File: src/rtl/token_swirl_arbiter.sv
// Round-robin token arbiter: one-hot grant, request/hold handshake, one-cycle break-before-make gap.
// Optional hold timeout with lockout compiled in by defining TOKEN_SWIRL_TIMEOUT_EN.
module token_swirl_arbiter #(
  parameter int N        = 4,
  parameter int HOLD_MAX = 15
) (
  input  logic                 CLK,
  input  logic                 RB,
  input  logic [N-1:0]         REQ,
  output logic [N-1:0]         GNT,
  output logic                 BUSY,
  output logic [$clog2(N)-1:0] OWNER,
  output logic                 TIMEOUT
);

  localparam int W = $clog2(N);

  typedef enum logic [1:0] {
    IDLE,
    GRANT,
    GAP
  } state_e;

  state_e         state_q, state_d;
  logic [N-1:0]   gnt_q, gnt_d;
  logic           busy_q, busy_d;
  logic [W-1:0]   owner_q, owner_d;
  logic [W-1:0]   tok_q, tok_d;
  logic [N-1:0]   elig;
  logic           found;
  logic [W-1:0]   sel;

  function automatic logic [W-1:0] wrap_idx(
    input logic [W-1:0] base,
    input int           off
  );
    int s;
    s = int'(base) + off;
    if (s >= N) s = s - N;
    return W'(s);
  endfunction

`ifdef TOKEN_SWIRL_TIMEOUT_EN
  localparam logic [7:0] HOLD_LIM = 8'(HOLD_MAX);

  logic [7:0]   cnt_q, cnt_d;
  logic [N-1:0] mask_q, mask_d;
  logic         timeout_q, timeout_d;

  assign elig    = REQ & ~mask_q;
  assign TIMEOUT = timeout_q;
`else
  logic unused_hold;

  assign unused_hold = (HOLD_MAX > 0);
  assign elig        = REQ;
  assign TIMEOUT     = 1'b0;
`endif

  // First eligible requester at or after the token, wrapping.
  always_comb begin
    found = 1'b0;
    sel   = tok_q;
    for (int i = 0; i < N; i++) begin
      if (!found && elig[wrap_idx(tok_q, i)]) begin
        found = 1'b1;
        sel   = wrap_idx(tok_q, i);
      end
    end
  end

  always_comb begin
    state_d = state_q;
    gnt_d   = gnt_q;
    owner_d = owner_q;
    tok_d   = tok_q;
`ifdef TOKEN_SWIRL_TIMEOUT_EN
    cnt_d     = cnt_q;
    mask_d    = mask_q & REQ;
    timeout_d = 1'b0;
`endif
    unique case (state_q)
      IDLE: begin
        if (found) begin
          gnt_d      = '0;
          gnt_d[sel] = 1'b1;
          owner_d    = sel;
          state_d    = GRANT;
`ifdef TOKEN_SWIRL_TIMEOUT_EN
          cnt_d      = '0;
`endif
        end
      end
      GRANT: begin
        if (!REQ[owner_q]) begin
          gnt_d   = '0;
          tok_d   = wrap_idx(owner_q, 1);
          state_d = GAP;
        end
`ifdef TOKEN_SWIRL_TIMEOUT_EN
        else if (cnt_q + 8'd1 == HOLD_LIM) begin
          gnt_d           = '0;
          tok_d           = wrap_idx(owner_q, 1);
          state_d         = GAP;
          timeout_d       = 1'b1;
          mask_d[owner_q] = 1'b1;
        end else begin
          cnt_d = cnt_q + 8'd1;
        end
`endif
      end
      GAP: begin
        state_d = IDLE;
      end
      default: begin
        state_d = IDLE;
        gnt_d   = '0;
      end
    endcase
    busy_d = |gnt_d;
  end

  always_ff @(posedge CLK or negedge RB) begin
    if (!RB) begin
      state_q   <= IDLE;
      gnt_q     <= '0;
      busy_q    <= 1'b0;
      owner_q   <= '0;
      tok_q     <= '0;
`ifdef TOKEN_SWIRL_TIMEOUT_EN
      cnt_q     <= '0;
      mask_q    <= '0;
      timeout_q <= 1'b0;
`endif
    end else begin
      state_q   <= state_d;
      gnt_q     <= gnt_d;
      busy_q    <= busy_d;
      owner_q   <= owner_d;
      tok_q     <= tok_d;
`ifdef TOKEN_SWIRL_TIMEOUT_EN
      cnt_q     <= cnt_d;
      mask_q    <= mask_d;
      timeout_q <= timeout_d;
`endif
    end
  end

  assign GNT   = gnt_q;
  assign BUSY  = busy_q;
  assign OWNER = owner_q;

endmodule

File: config.mk
export PLATFORM = sky130hd
export DESIGN_NAME = token_swirl_arbiter
export DESIGN_NICKNAME = d
export VERILOG_FILES = /design/src/rtl/token_swirl_arbiter.sv
export SDC_FILE = /design/constraint.sdc
export NUM_CORES = 1
export LEC_CHECK = 0
export CORE_MARGIN = 1
export CORE_UTILIZATION = 41
export CTS_CLUSTER_SIZE = 10
export DETAILED_ROUTE_END_ITERATION = 8
export PLACE_DENSITY_LB_ADDON = 0.1
export REMOVE_ABC_BUFFERS = 1
export SYNTH_ARGS = -nofsm -noshare
export SYNTH_HDL_FRONTEND = slang
export SYNTH_SLANG_ARGS = --single-unit
File: constraint.sdc
create_clock -name CLK -period 2.85 [get_ports CLK]
set_input_delay 0.285 -clock CLK [delete_from_list [all_inputs] [get_ports CLK]]
set_output_delay 0.285 -clock CLK [all_outputs]
set_load 0.05 [all_outputs]
**Word level (Yosys, flattened, before mapping)**

Cells that the tools add are included.
W data, S select, Z words.

- Add/sub/neg operators: 9
- $lt $le $gt $ge: 12
- Eq/ne operators: 4
- Muxes and demuxes: 31
- Bitwise logic cells: 1
- Reductions and logical operators: 12

Operator list:

| kind | count |
|---|---|
| $mux W2 | 11 |
| $lt A2 B3 Y1 const B | 6 |
| $ge A3 B3 Y1 const B | 4 |
| $pmux W4 S3 | 1 |
| $bmux W1 S2 | 5 |
| $mux W1 | 10 |
| $sub A2 B1 Y2 const B | 5 |
| $mux W4 | 2 |
| $add A2 B1 Y3 const B | 2 |
| $add A2 B2 Y3 const B | 2 |
| $reduce_and A2 Y1 | 3 |
| $logic_and A1 B1 Y1 | 4 |
| $ne A2 B2 Y1 const B | 2 |
| $pmux W2 S2 | 1 |
| $reduce_or A4 Y1 | 1 |
| $ge A2 B3 Y1 const B | 1 |
| $logic_not A1 Y1 | 3 |
| $demux W1 S2 | 1 |
| $eq A2 B1 Y1 const B | 1 |
| $eq A2 B2 Y1 const B | 1 |
| $ge A2 B1 Y1 const B | 1 |
| $logic_not A2 Y1 | 1 |
| $not A1 Y1 | 1 |

- Flip-flop bits (word level): 11
- Bits of input ports: 6
- Output and inout bits: 8
- Logic and storage cells: 74

**Depth between registers and ports, before layout**

- Depth in word-level cells: 21
- Depth in mapped cells: 4
- Gate-level depth less buffers: 4

**Worst setup path before layout**

Ideal clock, no wire load.

- Path type: reg-to-reg
- Start point: register owner_q[1], in the netlist OWNER[1]
- End point: register gnt_q[3], in the netlist GNT[3]
- Library setup time: 0.121 ns
- Data arrival time: 1.745 ns
- Required time: 2.729 ns
- Path slack: 0.984 ns
- Cell stages (with the launch flop): 5
- Path buffers: 0
- Path through: dfrtp_1 mux4_2 nand3b_1 o21ai_2 a22o_2

- Word-level cells in the longest chain between the ends: 4

RTL lines:

| element | RTL line | RTL |
|---|---|---|
| start: declaration | 27 | `logic [W-1:0] owner_q, owner_d;` |
| start signal: assignment | 139 | `owner_q <= owner_d;` |
| $bmux W1 S2 | 95 | `if (!REQ[owner_q]) begin` |
| $mux W1 (implied by the code) | 95 |  |
| $mux W4 | 95 |  |
| $pmux W4 S3 | 82 | `unique case (state_q)` |
| via gnt_d[3] | 25 | `logic [N-1:0] gnt_q, gnt_d;` |
| end signal: assignment | 137 | `gnt_q <= gnt_d;` |
| end: declaration | 25 |  |

The timed path passes the listed nets, and every way through them passes these cells. The select of a mux whose other input is x is not followed.
A chain may end at the register's enable or synchronous reset.

**Worst setup path in the final report**

- Start point: register owner_q[0], in the netlist OWNER[0]
- End point: output port OWNER[0]

RTL lines:

| element | RTL line | RTL |
|---|---|---|
| end: declaration | 12 | `output logic [$clog2(N)-1:0] OWNER,` |

No word-level cell between the ends.

==> flow_metrics.env <==
export IMPL_synth_cells=54
export IMPL_drt_wl_total_um=1294
export IMPL_diodes=0
export IMPL_drv_slew=0
export IMPL_max_freq_mhz=546.2
export IMPL_hp_class="in -> async"
export IMPL_final_util=0.5755
export IMPL_dpl_hpwl_um=918.1
export IMPL_mostFrequentLayoutCells="clkdlybuf4s50_1, dfrtp_1, nor2_1"
export IMPL_clkTransAtPathRegs_ns=0.07
export IMPL_h_tree_depth=1
export IMPL_die_h_um=40.87
export IMPL_path_buf_inv=1
export IMPL_dp_cells=80
export IMPL_rsz0062_at_grt="false"
export IMPL_clockBufferDepth=2
export IMPL_yosysSeqAreaShare=0.4444
export IMPL_seq_area_um2=275.3
export IMPL_port_buffers=12
export IMPL_antenna_found_initial=0
export IMPL_wl_met2_um=547
export IMPL_cp_end_kind="output port"
export IMPL_cts_made_buffers=3
export IMPL_clkLatencyLatePin_ns=0.27
export IMPL_ys_seq_elements=11
export IMPL_critPathArrivalTime_ns=1.55
export IMPL_route_detailed_drc=0
export IMPL_crit_required_ns=2.57
export IMPL_std_cell_rows=13
export IMPL_cp_cell_sequence="clkdlybuf4s50_1"
export IMPL_fin_cells=84
export IMPL_synthDistinctLibCells=32
export IMPL_power_mw=0.9949
export IMPL_dr_total_vias=469
export IMPL_yosys_warnings=0
export IMPL_cts_sinks=11
export IMPL_syn_area_per_cell_um2=11.47
export IMPL_synth_top_cell_by_area="dfrtp_1"
export IMPL_dpl_instance_area_um2=750.7
export IMPL_setup_tns_ns=0
export IMPL_tritoncts="built"
export IMPL_post_cts_setup_buffer_count=0
export IMPL_final_common_cell="clkdlybuf4s50_1"
export IMPL_synthTopCellsByArea="dfrtp_1, nor2b_1, mux4_2, nor2_1, nor3b_4"
export IMPL_grt_pass1_vias=409
export IMPL_fin_area_um2=777.0
export IMPL_grt_first_pass_wirelength_um=1863
export IMPL_via_per_inst=5.583
export IMPL_maxCapViolCount=0
export IMPL_fin_skew_ns=0.0004003
export IMPL_power_per_cell_area_nw_per_um2=1280
export IMPL_cts_hold_buf=0
export IMPL_final_nets=76
export IMPL_finalSetupViolations=0
export IMPL_tightest_slew_ns=0.5345
export IMPL_wl_met1_um=646
export IMPL_hold_violations=0
export IMPL_first_pass_iters=4
export IMPL_fin_crit_ns=1.831
export IMPL_final_period_utilization=0.6423
export IMPL_synth_area_um2=619.3
export IMPL_place_congestion=0.7167
export IMPL_postRouteAntennaNets=0
export IMPL_gr_usage_all_layers=0.1778
export IMPL_status="completed"
export IMPL_drive_above_1_share=0.2174
export IMPL_synth_top_cell_area_share=0.4444
export IMPL_dr_max_layer_used="met4"
export IMPL_wire_per_inst_um=15.40
export IMPL_startpoint_type="flip-flop"
export IMPL_core_um2=1350
export IMPL_vdd_drop_max_uv=705.8
export IMPL_io_pins=14
export IMPL_wl_met3_um=81
export IMPL_die_w_um=40.87
export IMPL_cts_resized=0
export IMPL_fillers=122
export IMPL_ctsRootBufferMaster="clkbuf_4"
export IMPL_multi_input_area_um2=332.8
export IMPL_drt_iter0_markers=18
export IMPL_grt_max_degree=12
export IMPL_worstSetupPathType="reg -> out"
export IMPL_power_leakage_nw=0.3134
export IMPL_slowest_stage="clkdlybuf4s50_1"
export IMPL_max_stage_delay_ns=0.84
export IMPL_area_delta_synth_final_pct=25.45
export IMPL_path_delay_family="buffers and inverters"
export IMPL_relSlewSlack=0.6426
export IMPL_start_util=0.4588
export IMPL_globalRouteOverflowTotal=0
export IMPL_critPathMaxFanout=5
export IMPL_dieArea_um2=1670
[cells by family (layout without fill, tap and decap cells)]
group,Yosys count,in the layout,share of synthesized area
XOR/XNOR,1,1,0.01414
buffers and inverters,2,17,0.01818
multiplexers,2,2,0.05454
AND/OR/NAND/NOR,20,20,0.2424
other,1,1,0.006055
flip-flops,11,11,0.4444
AO/OA/AOI/OAI,17,17,0.2202
[metal layers]
metal,global-route usage,up-vias
met3,0.04891,3
met5,0,-
met1,0.2465,222
met2,0.2695,13
li1,-,231
met4,0.05000,0
[per-stage QoR]
step	setup WS, ns	hold slack [ns]
after floorplan	0.9840	-0.01059
after global placement	0.8783	0.5001
after detailed placement	0.8625	0.5063
after CTS	1.006	0.3640
after global routing	0.9654	0.3918
final	1.019	0.3627
[final cells by class]
cell class,count,share of cell area
multi-input combinational,41,0.4283
sequential,11,0.3543
timing repair buffer,12,0.1546
clock buffer,4,0.03382
inverter,1,0.004831
tap,15,0.02415
[registers in the layout, summed over array words and instances (netlist names)]
| register | flops |
|---|---|
| BUSY | 1 |
| OWNER | 2 |
| tok_q | 2 |
| state_q | 2 |
| GNT | 4 |
[where the power goes]
| group | internal [mW] | switching (mW) | leakage (nW) |
|---|---|---|---|
| sequential | 0.230 | 0.0885 | 0.136 |
| combinational | 0.241 | 0.328 | 0.163 |
| clock | 0.0543 | 0.0532 | 0.0150 |
[cells in the mapped netlist (all sizes together)]
cell type / n
a211oi: 1
a21o: 1
a21oi: 3
a22o: 1
a32o: 1
buf: 1
conb: 1
dfrtp: 11
inv: 1
mux2: 1
mux4: 1
nand2: 1
nand3b: 1
nor2: 6
nor2b: 4
nor3: 1
nor3b: 1
nor4: 1
nor4b: 1
o21a: 1
o21ai: 4
o21ba: 1
o2bb2ai: 2
o31ai: 2
or3: 2
or4: 1
or4b: 1
xnor2: 1
[path summary, 6_finish.rpt]
check                           depth (start not counted)    endpoint  startpoint  slack, ns
worst max-delay path                                    1    OWNER[0]    OWNER[0]       1.02
worst min-delay path                                    1    tok_q[1]          RB       0.36
worst max register to register                          4      GNT[3]    OWNER[1]       1.22
worst min register to register                          1      GNT[0]      GNT[0]       0.52
max in group asynchronous                               1  state_q[0]          RB       2.14
min in group CLK                                        1      GNT[0]      GNT[0]       0.52
Note: power is estimated with default switching activity, not from simulation.
